===== src/rtl/wait_fork_n_if.sv =====
// Drive/free handshake bundle between a producer stage, the fork, and its
// downstream branches. Names keep the i_/o_ prefixes as seen from the fork.
// The slave modport is the fork itself; the master modport is the environment.
//
// Handshake semantics: i_drive, o_drive, i_free and o_free are single-cycle
// event pulses, not level valid/ready pairs. An event counts in the cycle
// its pulse is high, and there is no back-pressure. i_mask is only
// meaningful in the cycle i_drive is accepted.
interface wait_fork_n_if #(
  parameter int N = 2
);
  logic         i_drive;
  logic [N-1:0] i_mask;
  logic         o_free;
  logic [N-1:0] o_drive;
  logic [N-1:0] i_free;
  logic [N-1:0] o_pending;
  logic         o_busy;
  logic         o_err;

  modport slave (
    input  i_drive, i_mask, i_free,
    output o_free, o_drive, o_pending, o_busy, o_err
  );

  modport master (
    output i_drive, i_mask, i_free,
    input  o_free, o_drive, o_pending, o_busy, o_err
  );
endinterface


===== src/rtl/wait_fork_n.sv =====
// N-way fork for the drive/free event handshake.
// One upstream drive fans out to the branches selected by i_mask after
// DRV_DLY cycles. A single upstream free is returned once every selected
// branch has freed, in any order. All outputs come from registered state only.
module wait_fork_n #(
  parameter int N       = 2,
  parameter int DRV_DLY = 1
) (
  input  logic          clk,
  input  logic          rst,
  wait_fork_n_if.slave  bus,
  output logic [2:0]    state_dbg
);

  localparam logic [2:0] ST_IDLE    = 3'd0;
  localparam logic [2:0] ST_DELAY   = 3'd1;
  localparam logic [2:0] ST_ISSUE   = 3'd2;
  localparam logic [2:0] ST_WAIT    = 3'd3;
  localparam logic [2:0] ST_RELEASE = 3'd4;

  // Value loaded into the delay counter on accept. DELAY leaves when it reads 1.
  localparam logic [3:0] DLY_LOAD = 4'(DRV_DLY - 1);

  logic [2:0]   state, state_n;
  logic [3:0]   cnt, cnt_n;
  logic [N-1:0] mask_q, mask_n;
  logic [N-1:0] pending, pending_n;
  logic         err, err_n;

  // State for a newly accepted drive, shared by IDLE and RELEASE.
  logic [2:0]   acc_state;
  logic [3:0]   acc_cnt;

  // Decode where an accepted drive goes, based on the live mask.
  always_comb begin
    acc_state = ST_RELEASE;
    acc_cnt   = 4'd0;
    if (bus.i_mask != '0) begin
      if (DRV_DLY == 1) begin
        acc_state = ST_ISSUE;
      end else begin
        acc_state = ST_DELAY;
        acc_cnt   = DLY_LOAD;
      end
    end
  end

  // Next-state, pending and error logic. An error never changes anything but err.
  always_comb begin
    state_n   = state;
    cnt_n     = cnt;
    mask_n    = mask_q;
    pending_n = pending;
    err_n     = err;
    case (state)
      ST_IDLE, ST_RELEASE: begin
        if (bus.i_free != '0) err_n = 1'b1;
        if (bus.i_drive) begin
          mask_n  = bus.i_mask;
          cnt_n   = acc_cnt;
          state_n = acc_state;
        end else begin
          state_n = ST_IDLE;
        end
      end
      ST_DELAY: begin
        if (bus.i_drive || (bus.i_free != '0)) err_n = 1'b1;
        if (cnt == 4'd1) begin
          cnt_n   = 4'd0;
          state_n = ST_ISSUE;
        end else begin
          cnt_n = cnt - 4'd1;
        end
      end
      ST_ISSUE: begin
        // A zero-latency consumer may free in the same cycle as its drive.
        if (bus.i_drive || ((bus.i_free & ~mask_q) != '0)) err_n = 1'b1;
        pending_n = mask_q & ~bus.i_free;
        state_n   = (pending_n == '0) ? ST_RELEASE : ST_WAIT;
      end
      ST_WAIT: begin
        // Legal bits are consumed even when an illegal bit arrives alongside.
        if (bus.i_drive || ((bus.i_free & ~pending) != '0)) err_n = 1'b1;
        pending_n = pending & ~bus.i_free;
        if (pending_n == '0) state_n = ST_RELEASE;
      end
      default: begin
        state_n   = ST_IDLE;
        cnt_n     = 4'd0;
        pending_n = '0;
      end
    endcase
  end

  // State registers; reset aborts any transaction in flight.
  always_ff @(posedge clk or posedge rst) begin
    if (rst) begin
      state   <= ST_IDLE;
      cnt     <= 4'd0;
      mask_q  <= '0;
      pending <= '0;
      err     <= 1'b0;
    end else begin
      state   <= state_n;
      cnt     <= cnt_n;
      mask_q  <= mask_n;
      pending <= pending_n;
      err     <= err_n;
    end
  end

  assign bus.o_drive   = (state == ST_ISSUE) ? mask_q : '0;
  assign bus.o_free    = (state == ST_RELEASE);
  assign bus.o_busy    = (state == ST_DELAY) || (state == ST_ISSUE) || (state == ST_WAIT);
  assign bus.o_pending = pending;
  assign bus.o_err     = err;
  assign state_dbg     = state;

endmodule


===== src/flat_wrapper.sv =====
// flat-port wrapper written by rule: the top's interface ports become plain ports
module wait_fork_n_flat 
#(
  parameter int N       = 2,
  parameter int DRV_DLY = 1
)
  (clk, rst, state_dbg, bus_i_drive, bus_i_mask, bus_i_free, bus_o_free, bus_o_drive, bus_o_pending, bus_o_busy, bus_o_err);
  wait_fork_n_if #(.N(N)) bus_i ();
  input  logic clk;
  input  logic rst;
  output logic [2:0] state_dbg;
  input wire logic [$bits(bus_i.i_drive)-1:0] bus_i_drive;
  input wire logic [$bits(bus_i.i_mask)-1:0] bus_i_mask;
  input wire logic [$bits(bus_i.i_free)-1:0] bus_i_free;
  output wire logic [$bits(bus_i.o_free)-1:0] bus_o_free;
  output wire logic [$bits(bus_i.o_drive)-1:0] bus_o_drive;
  output wire logic [$bits(bus_i.o_pending)-1:0] bus_o_pending;
  output wire logic [$bits(bus_i.o_busy)-1:0] bus_o_busy;
  output wire logic [$bits(bus_i.o_err)-1:0] bus_o_err;
  assign bus_i.i_drive = bus_i_drive;
  assign bus_i.i_mask = bus_i_mask;
  assign bus_i.i_free = bus_i_free;
  assign bus_o_free = bus_i.o_free;
  assign bus_o_drive = bus_i.o_drive;
  assign bus_o_pending = bus_i.o_pending;
  assign bus_o_busy = bus_i.o_busy;
  assign bus_o_err = bus_i.o_err;
  wait_fork_n #(.N(N), .DRV_DLY(DRV_DLY)) u_core (.clk(clk), .rst(rst), .bus(bus_i), .state_dbg(state_dbg));
endmodule

===== config.mk =====
export PLATFORM = sky130hd
export DESIGN_NAME = wait_fork_n_flat
export DESIGN_NICKNAME = d
export VERILOG_FILES = /design/src/rtl/wait_fork_n_if.sv /design/src/rtl/wait_fork_n.sv /design/src/flat_wrapper.sv
export SDC_FILE = /design/constraint.sdc
export NUM_CORES = 1
export LEC_CHECK = 0
export CORE_UTILIZATION = 48
export DETAILED_ROUTE_END_ITERATION = 10
export PLACE_DENSITY = 0.87
export SYNTH_ARGS = -nofsm -noshare
export SYNTH_HDL_FRONTEND = slang
export SYNTH_SLANG_ARGS = --single-unit

===== constraint.sdc =====
create_clock -name clk -period 2 [get_ports clk]
set_input_delay 0.6 -clock clk [delete_from_list [all_inputs] [get_ports clk]]
set_output_delay 0.6 -clock clk [all_outputs]
set_load 0.01 [all_outputs]

==> impl_results.md, run 1 <==
- Data arrival time of the worst path: 1.32 ns
- Worst Tran Pin Value: 0.474 ns
- Vias: between 600 and 700
- Synth Area in Compound Gates: 26.6%
- Vias/cell: 5.82
- Hold depth: 2
- Num CTS Buffers: 3
- Ys Warns: 0
- CP Capture Type: primary output
- Mapped Area: 763 um^2
- Clk pwr share: 9.4%
- Total core area: between 1000 and 1500 um^2
- WP data required: 1.40 ns
- Post-synthesis async set-or-reset flop share: 100%
- Comb power frac: roughly three fifths
- Drt first pass iters: 4
- Sw Pwr: roughly 670 uW
- Final HPWL DP: 1.40 mm
- Rel. slew slack: between 60% and 70%
- CTS tree: done
- Top_reg_cell synth: dfrtp_1
- Share of the yosys chip area belonging to registers: 39.3%
- DRC viols: 0
- Hold Buf Count CTS: 0
- TritonCTS sink count: 12
- Setup TNS: 0 ns
- Critical Path Fanout Max: 4
- Nets: 115
- Area leader, netlist: dfrtp_1
- Hold Violations, Final: 0
- Setup crit start kind: flip-flop
- CTS H-tree depth: 1
- Die W: 41.9 um
- CTS Buffer Depth: 2
- Buffers on Ports: 16
- Most frequent cells in the layout: dfrtp_1, inv_1, clkdlybuf4s50_1
- FF-to-FF End: u_core.cnt[2]$_DFFE_PP0P_
- Initial Utilization: 51.3%
- Area delta synth->final: 32.5%
- Achievable Freq: 0.520 GHz
- Die Area: 1750 um^2
- Status: finished, final reports clean
- Tot Pwr: around 1.6 mW
- Setup Skew: 0.00490 ns
- Max Slew Vio Count: 0
- Syn Nets: 90
- Syn Inst Count: 81
- Clock Latency Late Sink: 0.27 ns
- Share of layout cells above drive strength 1: 17.3%
- Multi-input gate area: 419 um^2
- Worst Hold End: u_core.bus.o_err$_DFFE_PP0P_
- PD cells: 1530 nW/um^2
- Largest net degree at the start of global routing: 13
- Largest family of logic cells by synthesized area: compound AO/OA/AOI/OAI gates
- CP Class: flip-flop to primary output
- # setup viols final: 0
- # IOs: 17
- Remaining antenna violation count: 0
- Post-synth top area share: between 30% and 40%
- EDFF count, synth: 0
- Chip height: 41.9 um
- RSZ-0062 raised after global routing: false
- FF/Latch Area: 302 um^2
- Total grt overflow: 0
- Final wirelength: 1.89 mm
- Period utilization: between 90% and 100%
- Fillers: 127
- Reg2Reg Depth: 6
- RePlAce Congestion: roughly 0.9
- Initial antenna violation count: 0
- DR WL/cell: around 16 um
- First-pass GRT wire length: 3.32 mm
- Clk slew on worst S/H paths: around 0.08 ns
- Ant. Diodes: 0
- Core Rows: 14
- Total track usage: 25.7%
- Xor-xnor portion of the synthesized cell area: 0%
- Multiplexer share of the synthesized area: 2.95%
- R2R Setup Slk: 0.46 ns
- Vias in the first global route: between 700 and 800
- Peak VDD IR: about 780 uV
- Synth area leaders: dfrtp_1, nand2b_1, inv_1
- Synth Register Bits: 12
- Netlist cell types: 33
- Min Tclk post-route: 1.92 ns
- Initial DRC count: 11
- Root buf cell: clkbuf_4
- Hold Path Class: flip-flop to flip-flop
- LEAKAGE: about 0.49 nW
- Most common cell after layout, fill and taps aside: dfrtp_1
- Switching part of the total: a little over two fifths
- Simple-Gate Fraction of Synth Area: 21.5%
- Mean post-synth cell area: 9.42 um^2
- R2r startpoint: u_core.cnt[1]$_DFFE_PP0P_
- Adder-cell area share of the yosys netlist: 3.28%
- Flop pwr share: between 20% and 30%
- HP Start: u_core.bus.o_err$_DFFE_PP0P_
- Internal Power: between 800 and 900 uW
- Max cap viols: 0
layout make-up:
type,count,share of cell area (%)
multi-input cells,58,41.5
flip-flops and latches,12,29.8
repair buffers,22,21.2
inverters,9,3.34
clock buffers,3,2.23
well taps,16,1.98
cell usage after synthesis (all sizes together) (3+ instances only):
cell type	number
dfrtp	12
o32ai	3
nor2	7
a21oi	6
nand2b	6
inv	9
nand2	3
o21ai	6
metal layers:
layer	wire length (um)	global-route usage, %	vias up
met4	29	12.9	0
met5	0	0	-
met2	946	39.7	17
met1	850	33.6	337
met3	67	6.09	2
li1	-	-	342
flip-flops by register name (all words and copies together), names as in the netlist:
signal / flops
u_core.bus.o_pending: 2
u_core.mask_q: 2
u_core.cnt: 4
u_core.state_dbg: 3
u_core.bus.o_err: 1
worst max-delay path by stage:
stage                                                from  slack (ns)  cells past startpoint                         endpoint
final                     u_core.state_dbg[1]$_DFFE_PP0P_        0.08                      3                   bus_o_drive[0]
after global routing      u_core.state_dbg[1]$_DFFE_PP0P_        0.01                      3                   bus_o_drive[0]
after CTS                 u_core.state_dbg[1]$_DFFE_PP0P_        0.03                      2                     state_dbg[1]
after detailed placement                    bus_i_free[0]        0.09                      5  u_core.state_dbg[2]$_DFFE_PP0P_
after global placement                      bus_i_free[0]        0.12                      5  u_core.state_dbg[2]$_DFFE_PP0P_
after floorplan           u_core.state_dbg[2]$_DFFE_PP0P_        0.39                      3                   bus_o_drive[0]
cell families (layout without fill, tap and decap cells):
family,Yosys count,in the layout
AO/OA/AOI/OAI,28,28
flip-flops,12,12
adder cells (fa/ha/maj),2,2
AND/OR/NAND/NOR,26,26
multiplexers,2,2
buffers and inverters,11,34
power groups by stage:
| stage | registers, mW | clock network [mW] | logic [mW] |
|---|---|---|---|
| finish | 0.463 | 0.146 | 0.943 |
| global route | 0.472 | 0.167 | 1.04 |
| CTS | 0.457 | 0.150 | 0.945 |
| detailed placement | 0.458 | 0 | 0.933 |
| global placement | 0.452 | 0 | 0.909 |
| floorplan | 0.466 | 0 | 0.568 |
metrics by stage:
step | cell area (um^2) | hold WS, ns | utilization [%] | instances | setup slack [ns]
6_report | 1010 | 0.494 | 67.9 | 120 | 0.0784
5_1_grt | 1010 | 0.538 | 67.9 | 120 | 0.0102
4_1_cts | 1000 | 0.492 | 67.2 | 120 | 0.0286
3_5_place_dp | 966 | 0.473 | 64.9 | 116 | 0.0918
3_3_place_gp | 966 | 0.469 | 64.9 | 116 | 0.121
2_1_floorplan | 763 | 0.465 | - | 81 | 0.387
what timing repair did:
| action | in CTS | in global routing |
|---|---|---|
| resized for setup | 7 | 5 |
| pin swaps | 1 | 0 |
| endpoints found under the hold margin | 0 | 0 |
| buffers inserted | 1 | 0 |
| setup endpoints to repair | 4 | 5 |
worst max-delay path: stages, from the launching register on:
cell	delay (ns)
dfrtp_1	0.44
and2b_1	0.20
and3_1	0.18
clkdlybuf4s15_1	0.24
Power figures use the tool's default switching activity.
==> run 2: changes to the inputs <==
- CORE_ASPECT_RATIO: unset -> 1.25
- CORE_UTILIZATION: 48 -> 43
- CTS_BUF_LIST: unset -> sky130_fd_sc_hd__clkbuf_16
- PLACE_DENSITY: 0.87 -> 0.83
- SLEW_MARGIN: unset -> 10
- clock period: 2 -> 1.65 ns (I/O delays scaled with it)
==> run 2 against run 1 <==
Net effect: sequential share of layout area is 3.6 points lower; final area rose by 13%; power rose by 50%; the flow now finishes with violations (negative setup slack); worst hold slack gained 0.00079 ns; sequential power up 15%; clock-buffer cell count stayed put; utilization is 2.6 points higher.
==> impl_results.md, run 2 (synthesized netlist as in run 1, its figures left out) <==
- Status: complete, but fails checks
- Failing checks: negative setup slack
- Final wirelength: 2.12 mm
- Total track usage: 25.5%
- DRC viols: 0
- Setup Skew: 0.00533 ns
- Buffers on Ports: 16
- DP Worst Slack: -0.158 ns
- Peak VDD IR: 1130 uV
- Most frequent cells in the layout: buf_4, dfrtp_1, inv_1
- Total grt overflow: 0
- Ant. Diodes: 0
- Worst setup margin: -0.00495 ns
- Share of layout cells above drive strength 1: 30.8%
- CTS Buffer Depth: 2
- Period utilization: 100%
- Hold Violations, Final: 0
- WP data required: between 1 and 1.5 ns
- CP Class: flip-flop to primary output
- Critical Path Fanout Max: 3
- Vias: 783
- Die W: 39.7 um
- Max FFs per register: 4
- PD cells: 2040 nW/um^2
- Vias in the first global route: 795
- Placed instance count: 127
- Final HPWL DP: 1.45 mm
- Initial DRC count: 32
- Most common cell after layout, fill and taps aside: buf_4
- RSZ-0062 raised after global routing: true
- Data arrival time of the worst path: approximately 1.2 ns
- Clock Latency Late Sink: 0.24 ns
- Initial antenna violation count: 0
- Clk slew on worst S/H paths: 0.05 ns
- Drt first pass iters: 4
- Most flop-heavy register: u_core.cnt
- Chip height: a little under 50 um
- Num CTS Buffers: 3
- Achievable Freq: around 0.60 GHz
- CTS tree: done
- Core Rows: 16
- Vias/cell: 5.80
- Fillers: 121
- RePlAce Congestion: 0.868
- CTS H-tree depth: 1
- DR WL/cell: 15.7 um
- CP Capture Type: primary output
- LEAKAGE: ~0.55 nW
- First-pass GRT wire length: 3.45 mm
- Root buf cell: clkbuf_16
- Largest net degree at the start of global routing: 13
- Max cap viols: 0
- Hold Buf Count CTS: 0
- Area delta synth->final: 49.8%
- Min Tclk post-route: 1.65 ns
- Final non-filler cell total: 135
- Rel. slew slack: roughly two thirds
- Hold Path Class: flip-flop to flip-flop
- Worst Tran Pin Value: 0.494 ns
- Post-Place Cell Area: approximately 1000 um^2
- Hold slack: roughly 0.5 ns
- Setup crit start kind: flip-flop
- # setup viols final: 1
- Final instance area: approximately 1100 um^2
- Nets: 127
- Initial Utilization: 47.1%
- TritonCTS sink count: 12
- # IOs: 17
- Remaining antenna violation count: 0
- Die Area: 1950 um^2
- Total core area: 1620 um^2
- Max Slew Vio Count: 0
[run 2: through the flow]
step / power, mW / TNS (ns) / utilization, %
after floorplan: 1.25 / 0 / -
after global placement: 1.76 / -0.587 / 63.9
after detailed placement: 1.80 / -0.765 / 63.9
after CTS: 2.24 / -0.00631 / 68.9
after global routing: 2.48 / -0.0783 / 70.5
final: 2.33 / -0.00495 / 70.5
[run 2: routing by layer]
layer | vias to the layer above | GRT usage, % | share of wire [%] | wire [um]
li1 | 367 | - | - | -
met2 | 37 | 41.3 | 51 | 1070
met4 | 0 | 8.05 | 1.1 | 23
met1 | 375 | 31.3 | 41 | 873
met3 | 4 | 7.31 | 6.9 | 147
met5 | - | 0 | 0 | 0
[run 2: path summary, 6_finish.rpt]
path / startpoint / endpoint / slack (ns) / cells after the start
min in group asynchronous: rst / u_core.cnt[3]$_DFFE_PP0P_ / 0.58 / 2
setup reg to reg: u_core.cnt[1]$_DFFE_PP0P_ / u_core.cnt[2]$_DFFE_PP0P_ / 0.16 / 6
hold reg to reg: u_core.bus.o_err$_DFFE_PP0P_ / u_core.bus.o_err$_DFFE_PP0P_ / 0.49 / 2
setup / recovery: u_core.state_dbg[2]$_DFFE_PP0P_ / bus_o_drive[0] / -0.005 / 3
hold / removal: u_core.bus.o_err$_DFFE_PP0P_ / u_core.bus.o_err$_DFFE_PP0P_ / 0.49 / 2
max in group asynchronous: rst / u_core.mask_q[1]$_DFFE_PP0P_ / 0.73 / 2
[run 2: where the power goes]
group / switching [mW] / internal [mW] / total (mW)
registers: 0.111 / 0.421 / 0.532
clock network: 0.132 / 0.320 / 0.451
logic: 0.670 / 0.676 / 1.35
[run 2: critical path, stage by stage, from the launching register on]
cell,delay (ns)
dfrtp_1,0.40
and2b_1,0.24
and3_1,0.15
buf_2,0.13
[run 2: final cells by class]
class	instances	area (um^2)	area share (%)
clock inverter	1	3.75	0.328
clock buffer	3	75.1	6.56
sequential	12	300	26.3
tap	18	22.5	1.97
timing repair buffer	34	284	24.8
multi-input combinational	58	424	37.1
inverter	9	33.8	2.95
[run 2: repair_timing]
item,CTS,global route
setup endpoints to repair,9,4
hold endpoints to repair,0,0
gates resized for setup,23,6
pin swaps,1,2
buffers inserted,3,1
==> edit 1: new RTL, config.mk and constraints of run 2 <==
`N` is set to 2 in 3 places; all go to 4.
--- a/src/rtl/wait_fork_n_if.sv
+++ b/src/rtl/wait_fork_n_if.sv
@@ -7,7 +7,7 @@
 // its pulse is high, and there is no back-pressure. i_mask is only
 // meaningful in the cycle i_drive is accepted.
 interface wait_fork_n_if #(
-  parameter int N = 2
+  parameter int N = 4
 );
   logic         i_drive;
   logic [N-1:0] i_mask;
--- a/src/rtl/wait_fork_n.sv
+++ b/src/rtl/wait_fork_n.sv
@@ -3,7 +3,7 @@
 // DRV_DLY cycles. A single upstream free is returned once every selected
 // branch has freed, in any order. All outputs come from registered state only.
 module wait_fork_n #(
-  parameter int N       = 2,
+  parameter int N       = 4,
   parameter int DRV_DLY = 1
 ) (
   input  logic          clk,
--- a/src/flat_wrapper.sv
+++ b/src/flat_wrapper.sv
@@ -1,7 +1,7 @@
 // flat-port wrapper written by rule: the top's interface ports become plain ports
 module wait_fork_n_flat 
 #(
-  parameter int N       = 2,
+  parameter int N       = 4,
   parameter int DRV_DLY = 1
 )
   (clk, rst, state_dbg, bus_i_drive, bus_i_mask, bus_i_free, bus_o_free, bus_o_drive, bus_o_pending, bus_o_busy, bus_o_err);
Interface: changed (resized bus_i_free, bus_i_mask, bus_o_drive and bus_o_pending); port bits go from 17 to 25. No check against the original RTL was run, so the function may have changed too.
==> edit 1 against run 2 <==
Count of clock-buffer cells in the layout stayed put; sequential cell count is 4 higher; worst setup slack worse by 0.16 ns; largest cell class unchanged; synthesized area is 36% higher; total power is 9.9% higher; non-clock buffer count is 7 higher; wire length is 27% higher; fmax is 8.8% lower; cell area is 29% higher; the run still ends with negative setup slack left.
==> edit 1: results (changes against run 2) <==
top post-synthesis cells by area=dfrtp_1 (39%), o21ai_0 (7.3%), inv_1 (4.4%), mux2_2 (4.4%), nor2_1 (4.4%); Pleak=0.692 nW (+27%); GP Congestion=0.876 (+0.96%); postcts setup bufs=4 (+1); status=finished, violations left; Critical Path AT=1.32 ns (+0.16 ns); met1 Use GR=0.299 (-0.0137); pre-CTS setup slack=-0.569 ns (-0.412 ns); clock skew=0.00270 ns (-0.00263 ns); failing checks=negative setup slack; crit-path leading delay family=simple AND/OR/NAND/NOR gates; # port buffers=24 (+8); sequential area share after synthesis=0.387 (-0.00650); R2R setup slack=0.08 ns (-0.08 ns); Setup Viol. Count Final=4 (+3); Fin Setup TNS=-0.630 ns (-0.625 ns); met1 wire length=1.09 mm (+25%); setup ws final=-0.164 ns (-0.159 ns); met2 Use GR=0.370 (-0.0423); Net Count, Synth=124 (+38%); Cells on Worst Hold Path=1 (-1); Synth top cells by count=dfrtp_1 (16), o21ai_0 (15), inv_1 (12), nor2_1 (12), nand2_1 (8); worst r2r path cells=4 (-2); Layout fillers=201 (+66%); reg2reg start=u_core.bus.o_pending[0]
==> edit 1: cell types whose count changed after synthesis, sizes merged, moves of 3 or more <==
cell | before | now
and2b | 1 | 4
or2b | 0 | 4
dfrtp | 12 | 16
nand2 | 3 | 8
nor2 | 7 | 12
o21ai | 6 | 15
a21oi | 6 | 3
inv | 9 | 12
nand2b | 6 | 2
==> edit 1: metrics by stage <==
stage	std cells	hold WS [ns]	area, um2
after floorplan	111	0.409	1030
after global placement	176	0.460	1380
after detailed placement	176	0.466	1380
after CTS	184	0.477	1460
after global routing	184	0.505	1470
final	184	0.462	1470
==> edit 1: where the power goes <==
part | leakage [nW] | switching, mW | internal (mW) | total (mW)
sequential | 0.201 | 0.132 | 0.551 | 0.683
clock | 0.0385 | 0.159 | 0.322 | 0.481
combinational | 0.452 | 0.730 | 0.667 | 1.40
==> edit 1: layout make-up <==
class | count | area [um2] | share of cell area
timing repair buffer | 41 | 324 | 0.220
clock inverter | 1 | 3.75 | 0.00255
sequential | 16 | 400 | 0.272
multi-input combinational | 80 | 583 | 0.397
inverter | 12 | 45.0 | 0.0306
tap | 31 | 38.8 | 0.0264
clock buffer | 3 | 75.1 | 0.0511
==> edit 1: worst max path at each step <==
stage / to / slack (ns) / cells after the start
2_1_floorplan: bus_o_drive[0] / 0.002 / 3
3_3_place_gp: u_core.state_dbg[1] / -0.50 / 5
3_5_place_dp: u_core.state_dbg[1] / -0.57 / 5
4_1_cts: bus_o_drive[0] / -0.16 / 3
5_1_grt: bus_o_drive[1] / -0.21 / 3
6_report: bus_o_drive[0] / -0.16 / 3
==> edit 1: logic make-up after synthesis <==
family,share of synthesized area
simple gates,0.253
compound gates,0.214
flops,0.387
buf+inv,0.0786
mux,0.0435
fa+ha+maj,0.0242
==> edit 2: new RTL, flow settings as in run 2 <==
Without the edit above. Register the output `state_dbg` once more, without a reset; this adds one clock of latency there. The other outputs are not delayed to match.
--- a/src/rtl/wait_fork_n.sv
+++ b/src/rtl/wait_fork_n.sv
@@ -114,7 +114,9 @@
   assign bus.o_busy    = (state == ST_DELAY) || (state == ST_ISSUE) || (state == ST_WAIT);
   assign bus.o_pending = pending;
   assign bus.o_err     = err;
-  assign state_dbg     = state;
+  always_ff @(posedge clk) begin
+    state_dbg <= state;
+  end
 
 endmodule
 
Check against the original RTL: not equivalent (Yosys sat finds a counterexample within 4 cycles, from zero or initial values and one cycle with rst high).
==> edit 2 against run 2 <==
The run still ends with negative setup slack left; clock power increased by 4%; die area increased by 2.8%; critical path depth increased by 2; worst hold slack improved by 0.0080 ns; worst setup slack got worse by 0.061 ns; synthesized area increased by 3.0%; cell area increased by 7.1%; sequential share of layout area increased by 3.2 points; register-to-register slack got worse by 0.13 ns; wire length increased by 5.8%; combinational power decreased by 4%; clock skew decreased by 0.0043 ns; sequential cell count increased by 3; total power increased by 3.6%.
==> edit 2: results (changes against run 2) <==
Crit Path Max Fanout=4 (+1); Layout Cells excl Fill=141 (+4.4%); Net Count, Synth=92 (+2.2%); overall routing resource usage=0.240 (-0.0145); met1 Use GR=0.324 (+0.0111); pre-CTS setup slack=-0.176 ns (-0.0185 ns); Fin Setup TNS=-0.0660 ns (-0.0611 ns); status=finished, violations left; R2R setup slack=0.03 ns (-0.13 ns); number of global-route vias before repair=786 (-1.1%); fin area=1220 um2 (+7.1%); met1 wire length=897 um (+2.7%); multiplexer share of the synthesized area=0.0287 (-0.000846); Worst setup startpoint=bus_i_free[1]; post-cts resize count=22 (-4.3%); top post-synthesis cells by area=dfrtp_1 (38%), dfxtp_1 (7.6%), nand2b_1 (6.4%), a21oi_1 (5.7%), inv_1 (4.3%); Slew Limit Headroom=0.674 (+0.00366); Compound-Gate Fraction of Synth Area=0.252 (-0.0140); Avg Inst Size Synth=9.47 um2 (+0.47%); failing checks=negative setup slack; Vias=815 (+4.1%); Pleak=0.557 nW (+2.1%); setup ws final=-0.0658 ns (-0.0609 ns); Setup crit end=u_core.state[1]; total sequential power=656 uW (+23%); GP Congestion=0.864 (-0.38%); Pre-antenna DRT Iters=4 (unchanged); clock skew=0.00107 ns (-0.00426 ns); Fin Hold WS=0.503 ns (+0.00797 ns); postcts setup bufs=2 (-1); Synth cell types=28 (-15%); reg2reg start=u_core.state[2]; Synth top cells by count=dfrtp_1 (12), a21oi_1 (9), inv_1 (9), nor2_1 (9), nand2b_1 (8); Synth Area in Adders=0.0318 (-0.000940); CP Launch Type=input port; FF-to-FF End=u_core.state[2]; Max Root-Sink Buffers=2 (unchanged); Async S/R FF share, synth=0.800 (-0.200); layout cells sized above 1=0.325 (+0.0175); Setup Viol. Count Final=2 (+1); Placement Cell Area=1090 um2 (+5.1%); Psw=895 uW (-2.0%); Worst VDD drop=1.23 mV (+8.4%); Layout fillers=118 (-2.5%); drt total wl=2.24 mm (+5.8%); first-pass GRT wire length=3.33 mm (-3.6%); met3 WL post-DR=157 um (+6.8%); routed wl met2=1.15 mm (+7.1%); Detail Placement HPWL=1.53 mm (+5.1%)
## edit 2: cell count changes in the layout (fill, tap and decap cells not counted), sizes merged, moves of 2 or more
cell	run 2	this run
a21oi	6	10
buf	22	26
o21ai	6	2
dfxtp	0	3
a31oi	0	2
clkdlybuf4s50	7	9
dlygate4sd2	4	2
nand2b	6	8
nor2	7	9
## edit 2: worst max-delay path, stage by stage
cell,delay [ns]
clkdlybuf4s50_1,0.52
nand2b_1,0.17
a21oi_1,0.11
o21ai_0,0.29
o221ai_1,0.21
## edit 2: final cells by class
| cell class | count | area share |
|---|---|---|
| clock buffers | 3 | 0.0613 |
| multi-input cells | 57 | 0.330 |
| flip-flops and latches | 15 | 0.294 |
| well taps | 18 | 0.0184 |
| clock inverters | 1 | 0.00306 |
| inverters | 9 | 0.0276 |
| repair buffers | 38 | 0.266 |
